## src/rtl/boot_loader_ctrl.sv

```systemverilog
// boot_loader_ctrl: boot sequencer for the RV32I softcore.
// Holds the core in reset while it receives a length-prefixed byte image over
// a valid/ready stream. It packs the bytes into little-endian 32-bit words,
// writes them to instruction memory, then releases the core reset.
// Optional feature macro: BOOT_CHECKSUM_EN. When it is defined, the image
// ends with an XOR checksum byte that must match the data bytes.
module boot_loader_ctrl #(
    parameter int unsigned IM_WORDS = 1024,
    parameter int unsigned ADDR_W   = 10
) (
    input  logic              clk,
    input  logic              resetb,
    input  logic              rx_valid,
    input  logic [7:0]        rx_data,
    output logic              rx_ready,
    input  logic              restart,
    output logic              im_we,
    output logic [ADDR_W-1:0] im_waddr,
    output logic [31:0]       im_wdata,
    output logic              core_resetb,
    output logic              busy,
    output logic              err
);

    // One extra bit so that word_cnt can reach IM_WORDS.
    localparam int unsigned CntW = ADDR_W + 1;

    typedef enum logic [2:0] {
        StLenLo, StLenHi, StData, StLast, StRun, StErr
`ifdef BOOT_CHECKSUM_EN
        , StCsum
`endif
    } state_e;

    // This is the state entered after the final data byte, or right after a
    // zero length.
`ifdef BOOT_CHECKSUM_EN
    localparam state_e StAfterData = StCsum;
`else
    localparam state_e StAfterData = StLast;
`endif

    state_e            state_q, state_d;
    logic [15:0]       len_q, len_d;
    logic [1:0]        byte_cnt_q, byte_cnt_d;
    logic [CntW-1:0]   word_cnt_q, word_cnt_d;
    logic [23:0]       asm_q, asm_d;
    logic              we_q, we_d;
    logic [ADDR_W-1:0] waddr_q, waddr_d;
    logic [31:0]       wdata_q, wdata_d;
`ifdef BOOT_CHECKSUM_EN
    logic [7:0]        xor_q, xor_d;
`endif

    logic        accept;
    logic [15:0] len_full;
    logic        last_word;

    // restart blocks acceptance, so a byte in the restart cycle is dropped.
    assign accept    = rx_valid && rx_ready && !restart;
    assign len_full  = {rx_data, len_q[7:0]};
    assign last_word = (32'(word_cnt_q) + 32'd1) == 32'(len_q);

    // State register.
    always_ff @(posedge clk or negedge resetb) begin
        if (!resetb) state_q <= StLenLo;
        else         state_q <= state_d;
    end

    // Next-state logic; restart overrides everything.
    always_comb begin
        state_d = state_q;
        if (restart) begin
            state_d = StLenLo;
        end else begin
            unique case (state_q)
                StLenLo: if (accept) state_d = StLenHi;
                StLenHi: begin
                    if (accept) begin
                        if (len_full == 16'd0)               state_d = StAfterData;
                        else if (32'(len_full) > IM_WORDS)   state_d = StErr;
                        else                                 state_d = StData;
                    end
                end
                StData: begin
                    if (accept && byte_cnt_q == 2'd3 && last_word) state_d = StAfterData;
                end
`ifdef BOOT_CHECKSUM_EN
                StCsum: if (accept) state_d = (rx_data == xor_q) ? StLast : StErr;
`endif
                StLast:  state_d = StRun;
                StRun:   state_d = StRun;
                StErr:   state_d = StErr;
                default: state_d = StLenLo;
            endcase
        end
    end

    // Moore outputs, decoded from the state only.
    always_comb begin
        rx_ready    = 1'b0;
        core_resetb = 1'b0;
        busy        = 1'b1;
        err         = 1'b0;
        unique case (state_q)
            StLenLo, StLenHi, StData: rx_ready = 1'b1;
`ifdef BOOT_CHECKSUM_EN
            StCsum: rx_ready = 1'b1;
`endif
            StRun: begin
                core_resetb = 1'b1;
                busy        = 1'b0;
            end
            StErr: begin
                err  = 1'b1;
                busy = 1'b0;
            end
            default: ;
        endcase
    end

    // Datapath next-state: length capture, word assembly and the write strobe.
    always_comb begin
        len_d      = len_q;
        byte_cnt_d = byte_cnt_q;
        word_cnt_d = word_cnt_q;
        asm_d      = asm_q;
        we_d       = 1'b0;
        waddr_d    = waddr_q;
        wdata_d    = wdata_q;
`ifdef BOOT_CHECKSUM_EN
        xor_d      = xor_q;
`endif
        if (restart) begin
            len_d      = '0;
            byte_cnt_d = '0;
            word_cnt_d = '0;
            asm_d      = '0;
`ifdef BOOT_CHECKSUM_EN
            xor_d      = '0;
`endif
        end else if (accept) begin
            unique case (state_q)
                StLenLo: len_d[7:0]  = rx_data;
                StLenHi: len_d[15:8] = rx_data;
                StData: begin
`ifdef BOOT_CHECKSUM_EN
                    xor_d = xor_q ^ rx_data;
`endif
                    byte_cnt_d = byte_cnt_q + 2'd1;
                    unique case (byte_cnt_q)
                        2'd0: asm_d[7:0]   = rx_data;
                        2'd1: asm_d[15:8]  = rx_data;
                        2'd2: asm_d[23:16] = rx_data;
                        default: begin
                            we_d       = 1'b1;
                            waddr_d    = word_cnt_q[ADDR_W-1:0];
                            wdata_d    = {rx_data, asm_q};
                            word_cnt_d = word_cnt_q + 1'b1;
                        end
                    endcase
                end
                default: ;
            endcase
        end
    end

    // Datapath registers.
    always_ff @(posedge clk or negedge resetb) begin
        if (!resetb) begin
            len_q      <= '0;
            byte_cnt_q <= '0;
            word_cnt_q <= '0;
            asm_q      <= '0;
            we_q       <= 1'b0;
            waddr_q    <= '0;
            wdata_q    <= '0;
`ifdef BOOT_CHECKSUM_EN
            xor_q      <= '0;
`endif
        end else begin
            len_q      <= len_d;
            byte_cnt_q <= byte_cnt_d;
            word_cnt_q <= word_cnt_d;
            asm_q      <= asm_d;
            we_q       <= we_d;
            waddr_q    <= waddr_d;
            wdata_q    <= wdata_d;
`ifdef BOOT_CHECKSUM_EN
            xor_q      <= xor_d;
`endif
        end
    end

    assign im_we    = we_q;
    assign im_waddr = waddr_q;
    assign im_wdata = wdata_q;

endmodule

```

## config.mk

```make
export PLATFORM = sky130hd
export DESIGN_NAME = boot_loader_ctrl
export DESIGN_NICKNAME = d
export VERILOG_FILES = /design/src/rtl/boot_loader_ctrl.sv
export SDC_FILE = /design/constraint.sdc
export NUM_CORES = 1
export LEC_CHECK = 0
export ABC_AREA = 1
export CORE_MARGIN = 2
export CORE_UTILIZATION = 40
export CTS_BUF_LIST = sky130_fd_sc_hd__clkbuf_2 sky130_fd_sc_hd__clkbuf_4 sky130_fd_sc_hd__clkbuf_8
export CTS_CLUSTER_SIZE = 40
export DETAILED_ROUTE_END_ITERATION = 10
export SLEW_MARGIN = 20
export SYNTH_ARGS = -nofsm -noshare
export SYNTH_HDL_FRONTEND = slang
export SYNTH_SLANG_ARGS = --single-unit
```

## constraint.sdc

```tcl
create_clock -name clk -period 1.72 [get_ports clk]
set_input_delay 0.516 -clock clk [delete_from_list [all_inputs] [get_ports clk]]
set_output_delay 0.516 -clock clk [all_outputs]
set_load 0.05 [all_outputs]
```

# Word level (Yosys, flattened, before mapping)
# Cells that the tools add are included.
# classes
n_addsub	3
magnitude_cmp	1
eq_ne	13
muxes	32
bitwise_logic	2
reduce_logical	28
# op_table
op	n
24-bit 2-to-1 mux	3
11-bit 2-to-1 mux	4
8-bit 2-to-1 mux	5
16-bit 2-to-1 mux	2
3-bit 2-to-1 mux	6
12-bit by 16-bit == test with 1-bit output	1
16-bit by 11-bit > comparator with 1-bit output, second input constant	1
16-bit logical NOT	1
3-bit case mux with 5 select lines	1
3-bit AND reduction	5
2-bit nonzero test	7
11-bit by 1-bit adder with 12-bit output, second input constant	1
11-bit by 1-bit adder with 11-bit output, second input constant	1
3-bit != test, second input constant	3
1-bit 2-to-1 mux	8
3-bit by 2-bit == test with 1-bit output, second input constant	2
3-bit == test, second input constant	2
2-bit 2-to-1 mux	3
2-bit AND reduction	3
3-bit OR reduction	2
2-bit == test, second input constant	2
1-bit logical AND	4
4-bit AND reduction	1
2-bit OR reduction	2
other kinds (8)	9
# totals
regBits	99
output_inout_bits	47

# Logic depth before layout (Yosys ltp)
# Gate-level depths: netlist of the first run.
# logic_depth
ltp_word	10
mapped_depth	13

# Least setup slack after synthesis of the first run
# Ideal clock, no wire load.
# synth_path
path_kind	register to register
startpoint	register state_q[1]
endpoint	register wdata_q[19], in the netlist im_wdata[19]
t_arrival_ps	1736
required_time_ps	1593
slack_ps	-143
path_stages_with_launch	8
n_path_buf	1
synth_period_minus_slack_ps	1863
path_cell_list	dfrtp_1 -> a21oi_2 -> nand2_2 -> nor2_4 -> nand3_4 -> clkbuf_1 -> nand2_1 -> o21ai_0
# synth_via
elab_chain_len	6
elab_cells_between_ends	8
classes_between	eq/ne: 2; mux: 1; reduce/logical: 5
# synth_lines
element	line_no	source
start: declaration	43	state_e state_q, state_d;
start signal: assignment	66	if (!resetb) state_q <= StLenLo;
start signal: assignment	67	else state_q <= state_d;
3-bit by 1-bit == test with 1-bit output, or another cell as far along	105	unique case (state_q)
3-bit OR reduction (*)	105	
1-bit 2-to-1 mux (*)	105	
via rx_ready	15	output logic rx_ready,
1-bit logical AND (*) (2 in a row)	60	assign accept = rx_valid && rx_ready && !restart;
4-bit AND reduction (no line) (*)	n/a	
end signal: assignment	188	wdata_q <= wdata_d;
end: declaration	50	logic [31:0] wdata_q, wdata_d;
# The timed path passes the listed nets; every way through them passes the cells marked *.
# A chain may end at the register's enable or synchronous reset.

# Worst setup path in the final report of the first run
# layout_path
startpoint	register state_q[0]
endpoint	output port rx_ready
# layout_via
elab_chain_len	3
elab_cells_between_ends	5
classes_between	eq/ne: 2; mux: 1; reduce/logical: 2
# layout_lines
element	line_no
3-bit by 1-bit == test with 1-bit output, or another cell as far along	105
3-bit OR reduction (*)	105
1-bit 2-to-1 mux (*)	105
end: declaration	15
# Mark *: on every way between the ends. The rest lies on a longest branch, timed or not.

==> results of run 1 <==
-- synth_stat cells, drive strengths merged, types with 2 or more instances --
cell / count
a21oi: 4
mux2: 2
nand3: 34
o21ai: 90
nor2: 43
inv: 77
o21bai: 2
o22ai: 7
nand2: 152
ha: 6
nand4: 4
clkbuf: 7
buf: 9
dfrtp: 99
-- metrics by stage --
stage          hold WS [ns]  instance area, um^2  TNS (ns)
3_5_place_dp          0.404                 6100    -18.46
5_1_grt             0.00824                 6650     -5.05
4_1_cts             0.00648                 6410    -0.429
3_3_place_gp          0.409                 6100    -16.29
6_report             0.0140                 6650    -0.528
2_1_floorplan         0.220                 4530         0
-- worst min path at each step --
stage	from	end	slack, ns
floorplan	resetb	asm_q[0]$_DFFE_PN0P_	0.22
global placement	resetb	word_cnt_q[8]$_DFFE_PN0P_	0.41
detailed placement	resetb	word_cnt_q[8]$_DFFE_PN0P_	0.40
CTS	resetb	len_q[8]$_DFFE_PN0P_	0.006
global route	resetb	len_q[8]$_DFFE_PN0P_	0.008
finish	resetb	len_q[8]$_DFFE_PN0P_	0.01
-- routing by layer --
metal / share of wire / track usage / up-vias
met1: 0.44 / 0.266 / 1956
met5: 0 / 0 / -
li1: - / - / 1939
met2: 0.51 / 0.344 / 81
met3: 0.037 / 0.0341 / 16
met4: 0.016 / 0.0759 / 0
-- cell families after synthesis --
| group | synth area share |
|---|---|
| flip-flops | 0.549 |
| adder cells (fa/ha/maj) | 0.0166 |
| multiplexers | 0.00499 |
| AND/OR/NAND/NOR | 0.220 |
| XOR/XNOR | 0.00194 |
| buffers and inverters | 0.0848 |
| AO/OA/AOI/OAI | 0.123 |
-- cell type report --
class,count,area (um^2),area share
clock buffers,11,151,0.0228
inverters,78,300,0.0451
repair buffers,121,1720,0.258
clock inverters,4,50.0,0.00752
well taps,140,175,0.0263
multi-input cells,348,1780,0.267
flip-flops and latches,99,2480,0.373
-- power by group --
group | total [mW] | switching, mW | internal [mW]
clock network | 1.55 | 0.807 | 0.742
logic | 0.904 | 0.535 | 0.369
registers | 2.48 | 0.0504 | 2.43
-- flip-flops by register name (all words and copies together) (netlist names) --
signal	cells
im_waddr	10
im_wdata	32
asm_q	24
im_we	1
byte_cnt_q	2
state_q	3
len_q	16
word_cnt_q	11
-- repair_timing --
item / 4_1_cts / 5_1_grt
setup buffers: 9 / 5
pin swaps: 3 / 9
setup endpoints to repair: 4 / 91
endpoints found under the hold margin: 0 / 0
gates cloned: 0 / 5
resized for setup: 17 / 31
==> flow_summary.ini, run 1 <==
[run_status]
status = complete, but fails checks
violations = setup timing

[clocking]
numCtsBuffers = 9
cts_tree = done
clockBufferDepth = 2
root_buffer = clkbuf_8
cts.sinks = 99
clk_pin_slew_ns = 0.10
cts_hold_buf = 0
clk_latency_ns = 0.36
htree_levels = 3

[power_and_ir_drop]
ir_drop_mv = 0.470
p_leak_nw = 3.07
power_per_cell_area_nw_per_um2 = 742
p_total_mw = 4.93

[setup_path]
crit_family = flip-flops
cpPeakStageDelay_ns = 0.42
crit_end = rx_ready
r2r_end = im_wdata[13]$_DFFE_PN0P_
crit_path_start_kind = flop
end_kind = output port
required_ns = 1.20
r2r_slack_ns = -0.01
startpoint = state_q[0]$_DFFE_PN0P_
critical_path_class = flop to output port
cp.arrival_ns = 1.36
r2r_cells = 10
r2r-start = state_q[0]$_DFFE_PN0P_
critPathBufInv = 3
worstPathMaxFanout = 2
crit_chain = buf_4, a21oi_4, buf_6, buf_12
cp_slowest_cell = dfrtp_1
crit_cells = 4

[final_layout]
final_util = 0.608
layout.cells.most_common = nand2_1
final_cells = 801
area_growth_pct = 47.4
layout-drive-gt1-share = 0.265
n_fill_cell = 937
antenna_cells = 0
final_cell_mix = nand2_1 (141), dfrtp_1 (97), inv_1 (68)
fin_nets = 675

[synth]
synth_ff_type = dfrtp_1
syn_avg_cell_area_um2 = 8.36
synthArstFlopShare = 1.00
synth_top_area_share = 0.549
ys_seq_area_frac = 0.549
synth_area_leaders = dfrtp_1 (55%), nand2_1 (12%), inv_1 (6.2%), o21ai_0 (6.1%), o21ai_1 (3.9%)
yosys_warnings = 0
synth_top_area_cell = dfrtp_1
synth_cell_types = 27
syn_nets = 558
synth-seq-cells = 99
synth_area_um2 = 4510
synth_edf_count = 0
synth_cells = 540

[global_route]
grt_pass1_vias = 3976
grt.overflow.total = 0
grt_max_degree = 44
grt_pass1_wl_um = 19000
antenna_found_initial = 0
grt_usage = 0.204

[routing]
dr.pass1.iters = 4
drc = 0
drtAntennaViolNets = 0
routed_wl_um = 12000
drtIter0Drc = 184
vias_per_cell = 4.98
wl_per_cell_um = 15.0
dr_total_vias = 3992

[timing]
skew_ns = 0.00946
period_needed_ns = 1.88
drv_slew = 0
worst_slack_ns = -0.157
fin_crit_sh = 1.09
setup_violations = 15
max_freq_mhz = 533
rsz0062_at_grt = yes
hold_viol = 0
slew_headroom = 0.803
worstMarginPinSlew_ns = 0.294

[placement]
post-dp-hpwl_um = 8260
gp_congestion = 0.862
dp_slack_ns = -0.340
port_buffers = 58
placedCellCount = 767

[floorplan]
die_x_um = 110
die_y_um = 110
io_pins = 59
core_area_um2 = 10900
core.rowCount = 38
dieArea_um2 = 12100
initial_core_util = 0.413

[hold_path]
min_path_type = input port to async pin

[flow_run]
maxCapViolations = 0
Power figures use the tool's default switching activity.
==> inputs of run 2 (changes only) <==
Settings changed: CAP_MARGIN set to 20, HOLD_SLACK_MARGIN set to 0.05, TNS_END_PERCENT set to 20.
==> run 2 against run 1 <==
  * Total power shrank 1.2%
  * Register-to-register slack got worse by 0.05 ns
  * Flip-flop and latch count unchanged
  * Sequential share of layout area about the same
  * Highest routed layer unchanged
  * Hold slack gained 0.031 ns
  * Final cell count fell by 0.37%
  * Die area unchanged
  * Clock-buffer cell count is 1 lower
  * Critical path depth unchanged
  * Combinational power shrank 9.2%
  * The flow still finishes with violations (setup timing)
==> flow_summary.ini, run 2 (synthesized netlist as in run 1, its figures left out) <==
[setup_path]
critPathBufInv = 3
required_ns = 1.20
end_kind = output port
r2r_slack_ns = -0.06
worstPathMaxFanout = 3
crit_chain = buf_6, a21oi_4, buf_6, buf_12
critical_path_class = flop to output port
cp.arrival_ns = 1.34
cp_slowest_cell = dfrtp_2
cpPeakStageDelay_ns = 0.46
crit_family = flip-flops
crit_path_start_kind = flop
path_common_cell = buf_6

[routing]
wl_per_cell_um = 14.4
drc = 0
dr.pass1.iters = 4
drtAntennaViolNets = 0
drtIter0Drc = 194
routed_wl_um = 11500
vias_per_cell = 4.85
dr_total_vias = 3873

[clocking]
cts.sinks = 99
numCtsBuffers = 9
htree_levels = 3
clk_pin_slew_ns = 0.10
root_buffer = clkbuf_8
clockBufferDepth = 2
cts_tree = done
cts_hold_buf = 0
clk_latency_ns = 0.36

[final_layout]
n_fill_cell = 967
layout-drive-gt1-share = 0.293
final_area_um2 = 6660
antenna_cells = 0
layout.cells.most_common = nand2_1
area_growth_pct = 47.5
largest_register_ffs = 32
final_cell_mix = nand2_1 (128), dfrtp_1 (97), inv_1 (69)
fin_nets = 671

[timing]
hold_viol = 0
setup_violations = 52
fin_tns_setup_ns = -1.77
max_freq_mhz = 538
rsz0062_at_grt = yes
worstMarginPinSlew_ns = 0.535
drv_slew = 0
slew_headroom = 0.642
period_needed_ns = 1.86
fin_crit_sh = 1.08
skew_ns = 0.0132
worst_slack_ns = -0.138

[power_and_ir_drop]
ir_drop_mv = 0.466
p_total_mw = 4.88
power_per_cell_area_nw_per_um2 = 732
p_leak_nw = 3.04

[global_route]
grt_pass1_vias = 3684
grt_pass1_wl_um = 17900
grt_max_degree = 40
grt.overflow.total = 0
grt_usage = 0.194
antenna_found_initial = 0

[floorplan]
dieArea_um2 = 12100
core_area_um2 = 10900
io_pins = 59
die_x_um = 110
initial_core_util = 0.413
die_y_um = 110
core.rowCount = 38

[placement]
port_buffers = 58
post-dp-hpwl_um = 8060
dpl_cell_area_um2 = 6050
gp_congestion = 0.829

[flow_run]
maxCapViolations = 0

[run_status]
violations = setup timing
status = complete, but fails checks

[hold_path]
min_path_type = input port to async pin
==> run 2: cell types whose count changed in the layout (fill, tap and decap cells not counted), sizes merged <==
cell / previous run / this run
buf: 107 / 103
clkbuf: 15 / 12
clkdlybuf4s50: 10 / 8
dlymetal6s2s: 0 / 2
nand2: 153 / 155
clkinvlp: 2 / 3
inv: 77 / 78
==> run 2: metal layers <==
metal | up-vias | wire length (um) | track usage | part of all wire
li1 | 1944 | - | - | -
met1 | 1842 | 4970 | 0.257 | 0.43
met2 | 73 | 5850 | 0.322 | 0.51
met3 | 14 | 479 | 0.0347 | 0.042
met4 | 0 | 172 | 0.0634 | 0.015
met5 | - | 0 | 0 | 0
==> run 2: per-stage QoR <==
| step | setup WS (ns) | cells | util | hold slack (ns) |
|---|---|---|---|---|
| final | -0.138 | 798 | 0.609 | 0.0450 |
| after global routing | -0.220 | 798 | 0.609 | 0.0536 |
| after CTS | -0.134 | 788 | 0.581 | 0.0523 |
| after detailed placement | -0.342 | 765 | 0.553 | 0.454 |
| after global placement | -0.305 | 765 | 0.553 | 0.450 |
| after floorplan | -0.120 | 540 | - | 0.220 |
==> run 2: report_power, final <==
part	leakage [nW]	total (mW)	internal [mW]	switching [mW]
clock network	0.0995	1.58	0.726	0.850
registers	1.34	2.48	2.43	0.0502
logic	1.60	0.821	0.340	0.481
total	3.04	4.88	3.49	1.38
==> run 2: final cells by class <==
type                    count  area (um^2)  share of cell area
inverters                  78          297              0.0445
well taps                 140          175              0.0263
multi-input cells         350         1880               0.282
clock buffers              10          138              0.0207
clock inverters             6         71.3              0.0107
repair buffers            115         1620               0.243
flip-flops and latches     99         2480               0.372
==> run 2: repair_timing <==
| action | CTS | global route |
|---|---|---|
| endpoints found under the setup margin | 5 | 82 |
| endpoints found under the hold margin | 0 | 0 |
| gates cloned | 0 | 5 |
| buffers inserted | 7 | 6 |
| gates resized for setup | 14 | 69 |
| pin swaps | 2 | 16 |
==> run 2: worst paths after layout <==
path                                         from                   endpoint  depth (start not counted)
setup / recovery           state_q[1]$_DFFE_PN0P_                   rx_ready                          4
hold / removal                             resetb  word_cnt_q[8]$_DFFE_PN0P_                          1
setup reg to reg           state_q[1]$_DFFE_PN0P_    im_wdata[9]$_DFFE_PN0P_                          9
hold reg to reg             len_q[13]$_DFFE_PN0P_      len_q[13]$_DFFE_PN0P_                          1
max in group asynchronous                  resetb   im_wdata[26]$_DFFE_PN0P_                          2
min in group clk            len_q[13]$_DFFE_PN0P_      len_q[13]$_DFFE_PN0P_                          1
